===== config.mk =====
export PLATFORM = sky130hd
export DESIGN_NAME = hex_record_arbiter
export DESIGN_NICKNAME = d
export VERILOG_FILES = /design/src/rtl/hex_record_arbiter_pkg.sv /design/src/rtl/hex_record_arbiter_rr_arbiter.sv /design/src/rtl/hex_record_arbiter.sv
export SDC_FILE = /design/constraint.sdc
export NUM_CORES = 1
export LEC_CHECK = 0
export CAP_MARGIN = 20
export CORE_ASPECT_RATIO = 1.25
export CORE_MARGIN = 5
export CORE_UTILIZATION = 39
export CTS_CLUSTER_DIAMETER = 100
export CTS_CLUSTER_SIZE = 40
export DETAILED_ROUTE_END_ITERATION = 12
export PLACE_DENSITY = 0.7
export SETUP_SLACK_MARGIN = 0.15
export SLEW_MARGIN = 5
export SYNTH_ARGS = -nofsm -noshare
export SYNTH_HDL_FRONTEND = slang
export SYNTH_SLANG_ARGS = --single-unit
export TNS_END_PERCENT = 30

===== constraint.sdc =====
create_clock -name clk -period 2.4 [get_ports clk]
set_clock_uncertainty 0.2 [all_clocks]
set_input_delay 0.36 -clock clk [delete_from_list [all_inputs] [get_ports clk]]
set_output_delay 0.36 -clock clk [all_outputs]
set_load 0.05 [all_outputs]

===== src/rtl/hex_record_arbiter_pkg.sv =====
// Shared definitions for hex_record_arbiter and its helpers.
//   - ASCII constants used when formatting a record line.
//   - hexdigit(): nibble to uppercase ASCII hex character.
//   - state_t: line scheduler states.
package hex_record_arbiter_pkg;

    localparam logic [7:0] CHAR_SPACE = 8'h20;
    localparam logic [7:0] CHAR_LF    = 8'h0A;
    localparam logic [7:0] CHAR_CR    = 8'h0D;
    localparam logic [7:0] CHAR_COLON = 8'h3A;

    typedef enum logic {
        ST_IDLE = 1'b0,
        ST_EMIT = 1'b1
    } state_t;

    function automatic logic [7:0] hexdigit(input logic [3:0] nibble);
        if (nibble < 4'd10) begin
            return 8'h30 + {4'h0, nibble};
        end
        return 8'h37 + {4'h0, nibble};
    endfunction

endpackage


===== src/rtl/hex_record_arbiter_rr_arbiter.sv =====
// rr_arbiter: round-robin pick among up to 16 requesters.
//   clk, reset : clock, asynchronous active-high reset (pointer returns to 0)
//   req        : request vector
//   advance    : when high and a request is granted, the pointer moves to
//                (granted index + 1) mod NUM_REQ at the next clock edge
//   gnt        : one-hot grant (all zero when nothing requests)
//   gnt_idx    : binary index of the granted requester
// The search starts at the pointer and wraps; the first requester found wins.
module rr_arbiter #(
    parameter int NUM_REQ = 2
) (
    input  logic               clk,
    input  logic               reset,
    input  logic [NUM_REQ-1:0] req,
    input  logic               advance,
    output logic [NUM_REQ-1:0] gnt,
    output logic [3:0]         gnt_idx
);

    logic [3:0]  ptr_q, ptr_d;
    logic [15:0] req_ext;
    logic [4:0]  cand;
    logic        found;

    // Zero-extended copy so the search can index with a fixed 4-bit value
    // whatever NUM_REQ is.
    assign req_ext = 16'(req);

    always_comb begin
        found   = 1'b0;
        gnt_idx = 4'h0;
        cand    = 5'h00;
        for (int off = 0; off < NUM_REQ; off++) begin
            cand = 5'(ptr_q) + 5'(off);
            if (cand >= 5'(NUM_REQ)) begin
                cand = cand - 5'(NUM_REQ);
            end
            if (!found && req_ext[cand[3:0]]) begin
                found   = 1'b1;
                gnt_idx = cand[3:0];
            end
        end
        gnt = found ? (NUM_REQ'(1) << gnt_idx) : '0;
    end

    always_comb begin
        ptr_d = ptr_q;
        if (advance && found) begin
            ptr_d = (gnt_idx == 4'(NUM_REQ - 1)) ? 4'h0 : gnt_idx + 4'h1;
        end
    end

    always_ff @(posedge clk or posedge reset) begin
        if (reset) begin
            ptr_q <= 4'h0;
        end else begin
            ptr_q <= ptr_d;
        end
    end

endmodule


===== src/rtl/hex_record_arbiter.sv =====
// hex_record_arbiter: shares one UART byte stream among NUM_SRC record FIFOs.
// Picks a non-empty source round-robin, pops one record and prints it as a
// line of uppercase hex: digits MS nibble first, an optional space after
// SPACE_AFTER digits, then LF, CR.
// Build option HEX_RECORD_ARBITER_SOURCE_TAG_EN: prefix each line with the
// source index as one hex digit and ':'.
// Ports:
//   clk, reset      : clock, asynchronous active-high reset
//   src_available   : per-source FIFO non-empty flags
//   src_data        : per-source head words, source i at [i*WIDTH +: WIDTH]
//   src_read_strobe : one-cycle pop pulse to the granted source
//   tx_ready        : downstream byte FIFO can take a byte this cycle
//   tx_data         : ASCII byte, valid while tx_strobe is high
//   tx_strobe       : write pulse; only ever high while tx_ready is high
//   busy            : high from the pop until the CR byte is issued
//   grant           : index of the source currently or last served
// Handshake: a byte transfers in any cycle where tx_strobe && tx_ready; the
// strobe is formed combinationally from tx_ready so it never fires while the
// downstream FIFO is full, and the byte index/shift register hold otherwise.
module hex_record_arbiter
    import hex_record_arbiter_pkg::*;
#(
    parameter int NUM_SRC     = 2,
    parameter int WIDTH       = 28,
    parameter int SPACE_AFTER = 3
) (
    input  logic                     clk,
    input  logic                     reset,
    input  logic [NUM_SRC-1:0]       src_available,
    input  logic [NUM_SRC*WIDTH-1:0] src_data,
    output logic [NUM_SRC-1:0]       src_read_strobe,
    input  logic                     tx_ready,
    output logic [7:0]               tx_data,
    output logic                     tx_strobe,
    output logic                     busy,
    output logic [3:0]               grant
);

    localparam int NUM_DIGITS = WIDTH / 4;
    localparam int SPACE_EN   = (SPACE_AFTER > 0 && SPACE_AFTER < NUM_DIGITS) ? 1 : 0;
`ifdef HEX_RECORD_ARBITER_SOURCE_TAG_EN
    localparam int TAG_LEN    = 2;
`else
    localparam int TAG_LEN    = 0;
`endif
    localparam int SPACE_IDX  = TAG_LEN + SPACE_AFTER;
    localparam int LINE_LEN   = TAG_LEN + NUM_DIGITS + SPACE_EN + 2;
    localparam int IDX_W      = $clog2(LINE_LEN + 1);

    state_t               state_q, state_d;
    logic [IDX_W-1:0]     idx_q, idx_d;
    logic [WIDTH-1:0]     shift_q, shift_d;
    logic [3:0]           grant_q, grant_d;
    logic [NUM_SRC-1:0]   src_read_strobe_q, src_read_strobe_d;
    logic [NUM_SRC-1:0]   holdoff_q, holdoff_d;

    logic [NUM_SRC-1:0]   eligible;
    logic [NUM_SRC-1:0]   arb_gnt;
    logic [3:0]           arb_idx;
    logic                 pop;
    logic                 pop_phase;
    logic [WIDTH-1:0]     captured;
    logic [7:0]           line_byte;
    logic                 is_digit;

    // A just-popped source may still show a stale available flag for a cycle.
    assign eligible  = src_available & ~holdoff_q;
    assign pop       = (state_q == ST_IDLE) && (|eligible);
    // No byte goes out in the pop cycle itself.
    assign pop_phase = |src_read_strobe_q;

    rr_arbiter #(.NUM_REQ(NUM_SRC)) u_rr (
        .clk     (clk),
        .reset   (reset),
        .req     (eligible),
        .advance (pop),
        .gnt     (arb_gnt),
        .gnt_idx (arb_idx)
    );

    always_comb begin
        captured = '0;
        for (int i = 0; i < NUM_SRC; i++) begin
            if (arb_idx == 4'(i)) begin
                captured = src_data[i*WIDTH +: WIDTH];
            end
        end
    end

    // Byte at the current line position; digits always come from the top
    // nibble of the shift register, which moves only when a digit is taken.
    always_comb begin
        line_byte = 8'h00;
        is_digit  = 1'b0;
        if (idx_q == IDX_W'(LINE_LEN - 1)) begin
            line_byte = CHAR_CR;
        end else if (idx_q == IDX_W'(LINE_LEN - 2)) begin
            line_byte = CHAR_LF;
`ifdef HEX_RECORD_ARBITER_SOURCE_TAG_EN
        end else if (idx_q == IDX_W'(0)) begin
            line_byte = hexdigit(grant_q);
        end else if (idx_q == IDX_W'(1)) begin
            line_byte = CHAR_COLON;
`endif
        end else if (SPACE_EN != 0 && idx_q == IDX_W'(SPACE_IDX)) begin
            line_byte = CHAR_SPACE;
        end else begin
            line_byte = hexdigit(shift_q[WIDTH-1 -: 4]);
            is_digit  = 1'b1;
        end
    end

    assign tx_strobe       = (state_q == ST_EMIT) && !pop_phase && tx_ready;
    assign tx_data         = tx_strobe ? line_byte : 8'h00;
    assign busy            = (state_q == ST_EMIT);
    assign grant           = grant_q;
    assign src_read_strobe = src_read_strobe_q;

    always_comb begin
        state_d           = state_q;
        idx_d             = idx_q;
        shift_d           = shift_q;
        grant_d           = grant_q;
        src_read_strobe_d = '0;
        holdoff_d         = src_read_strobe_q;
        case (state_q)
            ST_IDLE: begin
                if (pop) begin
                    state_d           = ST_EMIT;
                    src_read_strobe_d = arb_gnt;
                    grant_d           = arb_idx;
                    shift_d           = captured;
                    idx_d             = '0;
                end
            end
            ST_EMIT: begin
                if (tx_strobe) begin
                    if (is_digit) begin
                        shift_d = shift_q << 4;
                    end
                    if (idx_q == IDX_W'(LINE_LEN - 1)) begin
                        // Index parks at the line length until the next pop.
                        state_d = ST_IDLE;
                        idx_d   = IDX_W'(LINE_LEN);
                    end else begin
                        idx_d = idx_q + IDX_W'(1);
                    end
                end
            end
            default: state_d = ST_IDLE;
        endcase
    end

    always_ff @(posedge clk or posedge reset) begin
        if (reset) begin
            state_q           <= ST_IDLE;
            idx_q             <= '0;
            shift_q           <= '0;
            grant_q           <= 4'h0;
            src_read_strobe_q <= '0;
            holdoff_q         <= '0;
        end else begin
            state_q           <= state_d;
            idx_q             <= idx_d;
            shift_q           <= shift_d;
            grant_q           <= grant_d;
            src_read_strobe_q <= src_read_strobe_d;
            holdoff_q         <= holdoff_d;
        end
    end

endmodule


==> impl_metrics.csv, run 1 <==
group,metric,value,unit
outcome,violations,"setup timing",
power,peakVddDrop,741,uV
sta,tightest_slew,498,ps
setup_path,worst_setup_path_start_kind,"register",
setup_path,crit_chain,"ha_4 -> xnor2_4 -> ha_4 -> nand4_1 -> o21ai_4 -> a211oi_4 -> o211a_4 -> buf_6 -> nor2_4 -> o221ai_1",
clocking,clockBufferDepth,2,
grt,globalRouteOverflowTotal,0,
grt,grt_pass1_wl,15600,um
setup_path,crit_path_start,"u_rr.ptr_q[0]",
detailed_routing,totalWireLength,9480,um
final_layout,drive_above_1_share,28.1,%
clocking,insertion_delay,300,ps
yosys,yosysWarnings,0,
yosys,synthesis.area,0.00293,sq mm
yosys,synth_edf_count,0,
floorplanning,die_x,87.5,um
final_layout,area_delta_synth_final,56.4,%
floorplanning,rows,35,
yosys,synthCells,341,
grt,grt_max_degree,30,
yosys,seq_area_frac_synth,38.4,%
final_layout,diodes,0,
final_layout,layout_commonest_cell,"clkdlybuf4s50_1",
clocking,root_buffer,"clkbuf_8",
placed_design,dp_cells,518,
placed_design,numPortBuffers,75,
setup_path,arrival,2480,ps
setup_path,worstReg2RegStart,"u_rr.ptr_q[0]",
detailed_routing,vias_per_cell,5.71,
setup_path,worst-setup-path-type,"reg -> reg",
floorplanning,core_area,0.00736,sq mm
sta,finalMaxSlewViolations,0,
clocking,cts_tree,"done",
sta,setup-tns-final,-1560,ps
grt,antenna_found_initial,0,
detailed_routing,drc_errors,0,
sta,grt_setup_unrepaired,"yes",
clocking,path_clk_slew,90,ps
outcome,outcome,"finished, violations left",
grt,grt_pass1_vias,3292,
placed_design,dp_hpwl,6750,um
setup_path,critPathMostFrequentCell,"ha_4",
setup_path,critical_path_required,2380,ps
yosys,synth.area.mux_share,0.342,%
worst_hold_path,hold_class,"in -> async",
yosys,yosys.area_share.simple,15.5,%
detailed_routing,vias,3087,
yosys,synth-async-reset-ratio,100,%
floorplanning,die_h,107,um
final_layout,fin_nets,519,
grt,gr-usage-all-layers,20.8,%
sta,period_needed,2500,ps
sta,setup_viol,35,
power,powerDensity,988,mW/mm^2
yosys,synth_top_family_by_area,"compound AO/OA/AOI/OAI gates",
yosys,synth_cell_types,49,
yosys,synthAdderAreaFrac,4.27,%
power,finalPower,4.53,mW
floorplanning,pin_count,77,
detailed_routing,drtIter0Drc,223,
setup_path,slowest_delay,460,ps
sta,finalHoldViolations,0,
sta,max_freq,400,MHz
yosys,avgSynthCellArea,8.59,sq um
yosys,synth_flop_cell,"dfrtp_1",
clocking,cts_inserted_buffers,5,
detailed_routing,ant_nets,0,
sta,worst_slack,-97.5,ps
setup_path,critPathSlowestCell,"dfrtp_2",
clocking,hold_buffers,0,
job,drv_cap,0,
floorplanning,die_area,0.00936,sq mm
placed_design,gp_congestion,0.894,
final_layout,layout_common_cells,"clkdlybuf4s50_1, buf_4, dfrtp_1, a21oi_1, a31oi_1",
yosys,synth_xor_area_share,1.67,%
setup_path,setup.worst_path.end_class,"register",
power,p_leak,1.81,nW
yosys,ys_ff_latch,45,
yosys,synth_nets,412,
clocking,htree_levels,2,
detailed_routing,drt_pre_antenna_iters,4,
setup_path,critPathMaxFanout,6,
sta,fin_crit_sh,104,%
floorplanning,initial_core_util,39.8,%
placed_design,dpl_worst_slack,-95.5,ps
yosys,synth_compound_area_share,32.6,%
sta,slew_headroom,66.7,%
final_layout,final_core_util,62.3,%
final_layout,fin_cells,541,
detailed_routing,wl_per_cell,17.5,um
clocking,numClockSinks,45,
-- state kept, by name (all words and copies together), names as in the netlist --
register	flops
busy	1
grant	4
holdoff_q	2
idx_q	4
shift_q	28
src_read_strobe	2
u_rr.ptr_q	4
-- final cells by class --
cell class / instances / area [sq um]
timing repair buffer: 126 / 1300
inverter: 17 / 70.1
sequential: 45 / 1130
fill: 607 / 2770
clock inverter: 2 / 13.8
clock buffer: 6 / 82.6
tap: 92 / 115
multi-input combinational: 253 / 1870
-- synthesized netlist by cell type (9+ instances only) --
master	n	area, sq um
dfrtp_1	45	1130
a21oi_1	32	160
a31oi_1	28	175
nand3_1	26	130
o22ai_1	25	156
o21ai_1	21	105
nand2_1	20	75.1
inv_1	17	63.8
clkbuf_1	14	52.6
o21ai_0	14	70.1
nor2_1	11	41.3
ha_1	10	125
and2_1	9	56.3
-- per-layer routing --
layer	wire [um]	track usage, %	share of wire, %
met5	0	0	0
met4	189	8.00	2.0
met3	427	2.08	4.5
met2	5100	37.4	54
met1	3770	25.0	40
-- metrics by stage --
stage               instance area [sq um]  hold slack (ps)
global placement                     4180              206
global route                         4580             83.4
CTS                                  4540             65.4
floorplan                            3060              321
finish                               4580             68.1
detailed placement                   4180              209
-- cell families after synthesis --
group                      after synthesis
DFF                                     45
other                                    1
xor gates and xnor gates                 4
and+or+nand+nor                         89
buffers and inverters                   43
AOI/OAI and AO/OA                      148
adders and majority gates               10
muxes                                    1
-- what timing repair did --
action | 4_1_cts | 5_1_grt
endpoints found under the hold margin | 0 | 0
gates cloned | 1 | 0
pin swaps | 26 | 9
endpoints found under the setup margin | 41 | 42
gates resized for setup | 41 | 9
buffers inserted | 13 | 1
-- critical path: cells and delay by family, from the launching register on --
kind / cells / cell delay (ps)
XOR/XNOR: 1 / 180
buffers and inverters: 1 / 140
AO/OA/AOI/OAI: 4 / 680
flip-flops: 1 / 460
AND/OR/NAND/NOR: 2 / 330
adder cells (fa/ha/maj): 2 / 390
-- path summary, 6_finish.rpt --
| path | to | slack, ps | depth (start not counted) |
|---|---|---|---|
| max | shift_q[1] | -100 | 10 |
| min | shift_q[25] | 70 | 2 |
| max reg2reg | shift_q[1] | -100 | 10 |
| min reg2reg | holdoff_q[0] | 240 | 0 |
| max in group asynchronous | u_rr.ptr_q[0] | 1420 | 3 |
| min in group clk | holdoff_q[0] | 240 | 0 |
-- power breakdown --
group	leakage (nW)	switching [mW]	internal, mW
Sequential	0.523	0.286	1.01
Clock	0.0512	0.275	0.234
Combinational	1.24	1.46	1.27
Total	1.81	2.02	2.51
No activity file was read; power rests on OpenSTA's default activity.
==> run 2: changes to the inputs <==
--- a/config.mk
+++ b/config.mk
@@ -9,7 +9,6 @@
 export CORE_ASPECT_RATIO = 1.25
 export CORE_MARGIN = 5
 export CORE_UTILIZATION = 39
-export CTS_CLUSTER_DIAMETER = 100
 export CTS_CLUSTER_SIZE = 40
 export DETAILED_ROUTE_END_ITERATION = 12
 export PLACE_DENSITY = 0.7
==> results of run 2 <==
Final layout, timing and power as in run 1 (identical DEF).
==> run 3: changes to the inputs <==
--- a/config.mk
+++ b/config.mk
@@ -11,7 +11,7 @@
 export CORE_UTILIZATION = 39
 export CTS_CLUSTER_SIZE = 40
 export DETAILED_ROUTE_END_ITERATION = 12
-export PLACE_DENSITY = 0.7
+export PLACE_DENSITY = 0.67
 export SETUP_SLACK_MARGIN = 0.15
 export SLEW_MARGIN = 5
 export SYNTH_ARGS = -nofsm -noshare
==> constraint.sdc (replaced) <==
create_clock -name clk -period 2.3 [get_ports clk]
set_clock_uncertainty 0.2 [all_clocks]
set_input_delay 0.345 -clock clk [delete_from_list [all_inputs] [get_ports clk]]
set_output_delay 0.345 -clock clk [all_outputs]
set_load 0.05 [all_outputs]
==> impl_metrics.csv, run 3 (synthesized netlist as in run 1, its figures left out) <==
group,metric,value,unit
final_layout,fin_nets,518,
floorplanning,die_x,87.5,um
sta,setup_viol,36,
clocking,numClockSinks,45,
grt,gr-usage-all-layers,19.6,%
setup_path,arrival,2430,ps
sta,worst_slack,-152,ps
job,drv_cap,0,
detailed_routing,drc_errors,0,
setup_path,critPathMaxFanout,11,
sta,fin_crit_sh,107,%
sta,hold_ws,42.6,ps
clocking,htree_levels,2,
sta,finalMaxSlewViolations,0,
sta,tightest_slew,506,ps
setup_path,worstReg2RegStart,"u_rr.ptr_q[1]",
setup_path,critical_path_required,2280,ps
power,finalPower,4.72,mW
final_layout,drive_above_1_share,28.3,%
clocking,root_buffer,"clkbuf_8",
final_layout,fin_cells,540,
detailed_routing,drt_pre_antenna_iters,4,
final_layout,layout_commonest_cell,"clkdlybuf4s50_1",
placed_design,gp_congestion,0.851,
floorplanning,rows,35,
clocking,hold_buffers,0,
detailed_routing,wl_met1,3600,um
power,p_clk_share,10.6,%
power,powerDensity,1030,mW/mm^2
sta,finalHoldViolations,0,
floorplanning,die_h,107,um
detailed_routing,wl_per_cell,16.8,um
power,p_leak,1.81,nW
final_layout,n_fill_cell,655,
outcome,violations,"setup timing",
setup_path,worst-setup-path-type,"reg -> reg",
floorplanning,initial_core_util,39.8,%
power,switchingPower,2.09,mW
placed_design,numPortBuffers,75,
detailed_routing,vias,3089,
grt,grt_pass1_wl,14800,um
grt,grt_pass1_vias,3028,
clocking,cts_inserted_buffers,5,
detailed_routing,totalWireLength,9050,um
final_layout,top_register,"shift_q",
floorplanning,die_area,0.00936,sq mm
setup_path,reg2reg_to,"shift_q[0]",
placed_design,dp_hpwl,6510,um
setup_path,setup.worst_path.end_class,"register",
grt,globalRouteOverflowTotal,0,
worst_hold_path,hold_class,"in -> async",
power,peakVddDrop,765,uV
detailed_routing,wl_met2,4980,um
detailed_routing,drtIter0Drc,205,
clocking,insertion_delay,300,ps
final_layout,diodes,0,
detailed_routing,ant_nets,0,
final_layout,layout_common_cells,"clkdlybuf4s50_1, buf_4, dfrtp_1, a21oi_1, a31oi_1",
floorplanning,core_area,0.00736,sq mm
final_layout,largest_reg_flops,28,
power,comb_power_share,61.4,%
setup_path,r2r_cells,10,
power,p_int,2.62,mW
power,power.share.sequential,28.0,%
setup_path,worst_setup_path_start_kind,"register",
sta,grt_setup_unrepaired,"yes",
sta,setup-tns-final,-3100,ps
outcome,outcome,"finished, violations left",
detailed_routing,top_layer_used,"met4",
detailed_routing,met3_length,346,um
power,sw_frac_of_total,44.4,%
floorplanning,pin_count,77,
clocking,cts_tree,"done",
sta,slew_headroom,66.2,%
grt,grt_max_degree,40,
detailed_routing,vias_per_cell,5.72,
sta,period_needed,2450,ps
sta,max_freq,408,MHz
clocking,clockBufferDepth,2,
final_layout,area_delta_synth_final,56.4,%
grt,antenna_found_initial,0,
clocking,path_clk_slew,90,ps
setup_path,reg2reg_setup_slack,-150,ps
placed_design,dp_cells,520,
-- run 3: cell types whose count changed in the layout (fill, tap and decap cells not counted), sizes merged --
cell      before  now
clkbuf         6    5
clkinvlp       1    2
buf           60   59
-- run 3: worst max-delay path: stages, from the launching register on --
cell      delay, ps
dfrtp_2         470
ha_4            200
xnor2_4         130
ha_4            170
nand4_1         140
o21ai_4         100
and3_4          200
o211a_4         270
buf_12          140
nor2_4          150
o221ai_1        150
-- run 3: worst max-delay path by stage --
stage	from	end	depth (start not counted)
6_report	u_rr.ptr_q[1]	shift_q[0]	10
2_1_floorplan	src_read_strobe[0]	tx_data[6]	8
3_3_place_gp	u_rr.ptr_q[1]	src_read_strobe[0]	9
4_1_cts	u_rr.ptr_q[0]	shift_q[0]	10
5_1_grt	u_rr.ptr_q[0]	u_rr.ptr_q[1]	8
3_5_place_dp	u_rr.ptr_q[0]	src_read_strobe[0]	9
-- run 3: through the flow --
stage | setup slack, ps | cell area (sq um) | utilization, %
2_1_floorplan | -200 | 3060 | -
3_3_place_gp | -168 | 4200 | 57.1
3_5_place_dp | -215 | 4200 | 57.1
4_1_cts | -169 | 4500 | 61.1
5_1_grt | -246 | 4580 | 62.3
6_report | -152 | 4580 | 62.3
-- run 3: final cells by class --
cell class | instances | area (sq um) | area share [%]
Tap cell | 92 | 115 | 2.51
Sequential cell | 45 | 1130 | 24.7
Inverter | 17 | 70.1 | 1.53
Multi-Input combinational cell | 253 | 1890 | 41.2
Timing Repair Buffer | 125 | 1290 | 28.1
Clock inverter | 3 | 17.5 | 0.382
Clock buffer | 5 | 68.8 | 1.50
-- run 3: repair_timing --
action / in CTS / in global routing
setup buffers: 11 / 1
pin swaps: 16 / 11
setup endpoints to repair: 42 / 42
resized for setup: 33 / 19
-- run 3: per-layer routing --
metal	vias to the layer above	global-route usage [%]
li1	1483	-
met1	1505	24.3
met2	88	35.2
met3	13	2.08
met4	0	5.92
met5	-	0
-- run 3: power by group through the flow --
stage / Sequential (mW) / Clock, mW / Combinational (mW)
finish: 1.32 / 0.499 / 2.90
global route: 1.36 / 0.543 / 3.13
CTS: 1.30 / 0.506 / 2.81
detailed placement: 1.31 / 0 / 2.56
global placement: 1.30 / 0 / 2.51
floorplan: 1.27 / 0 / 1.66
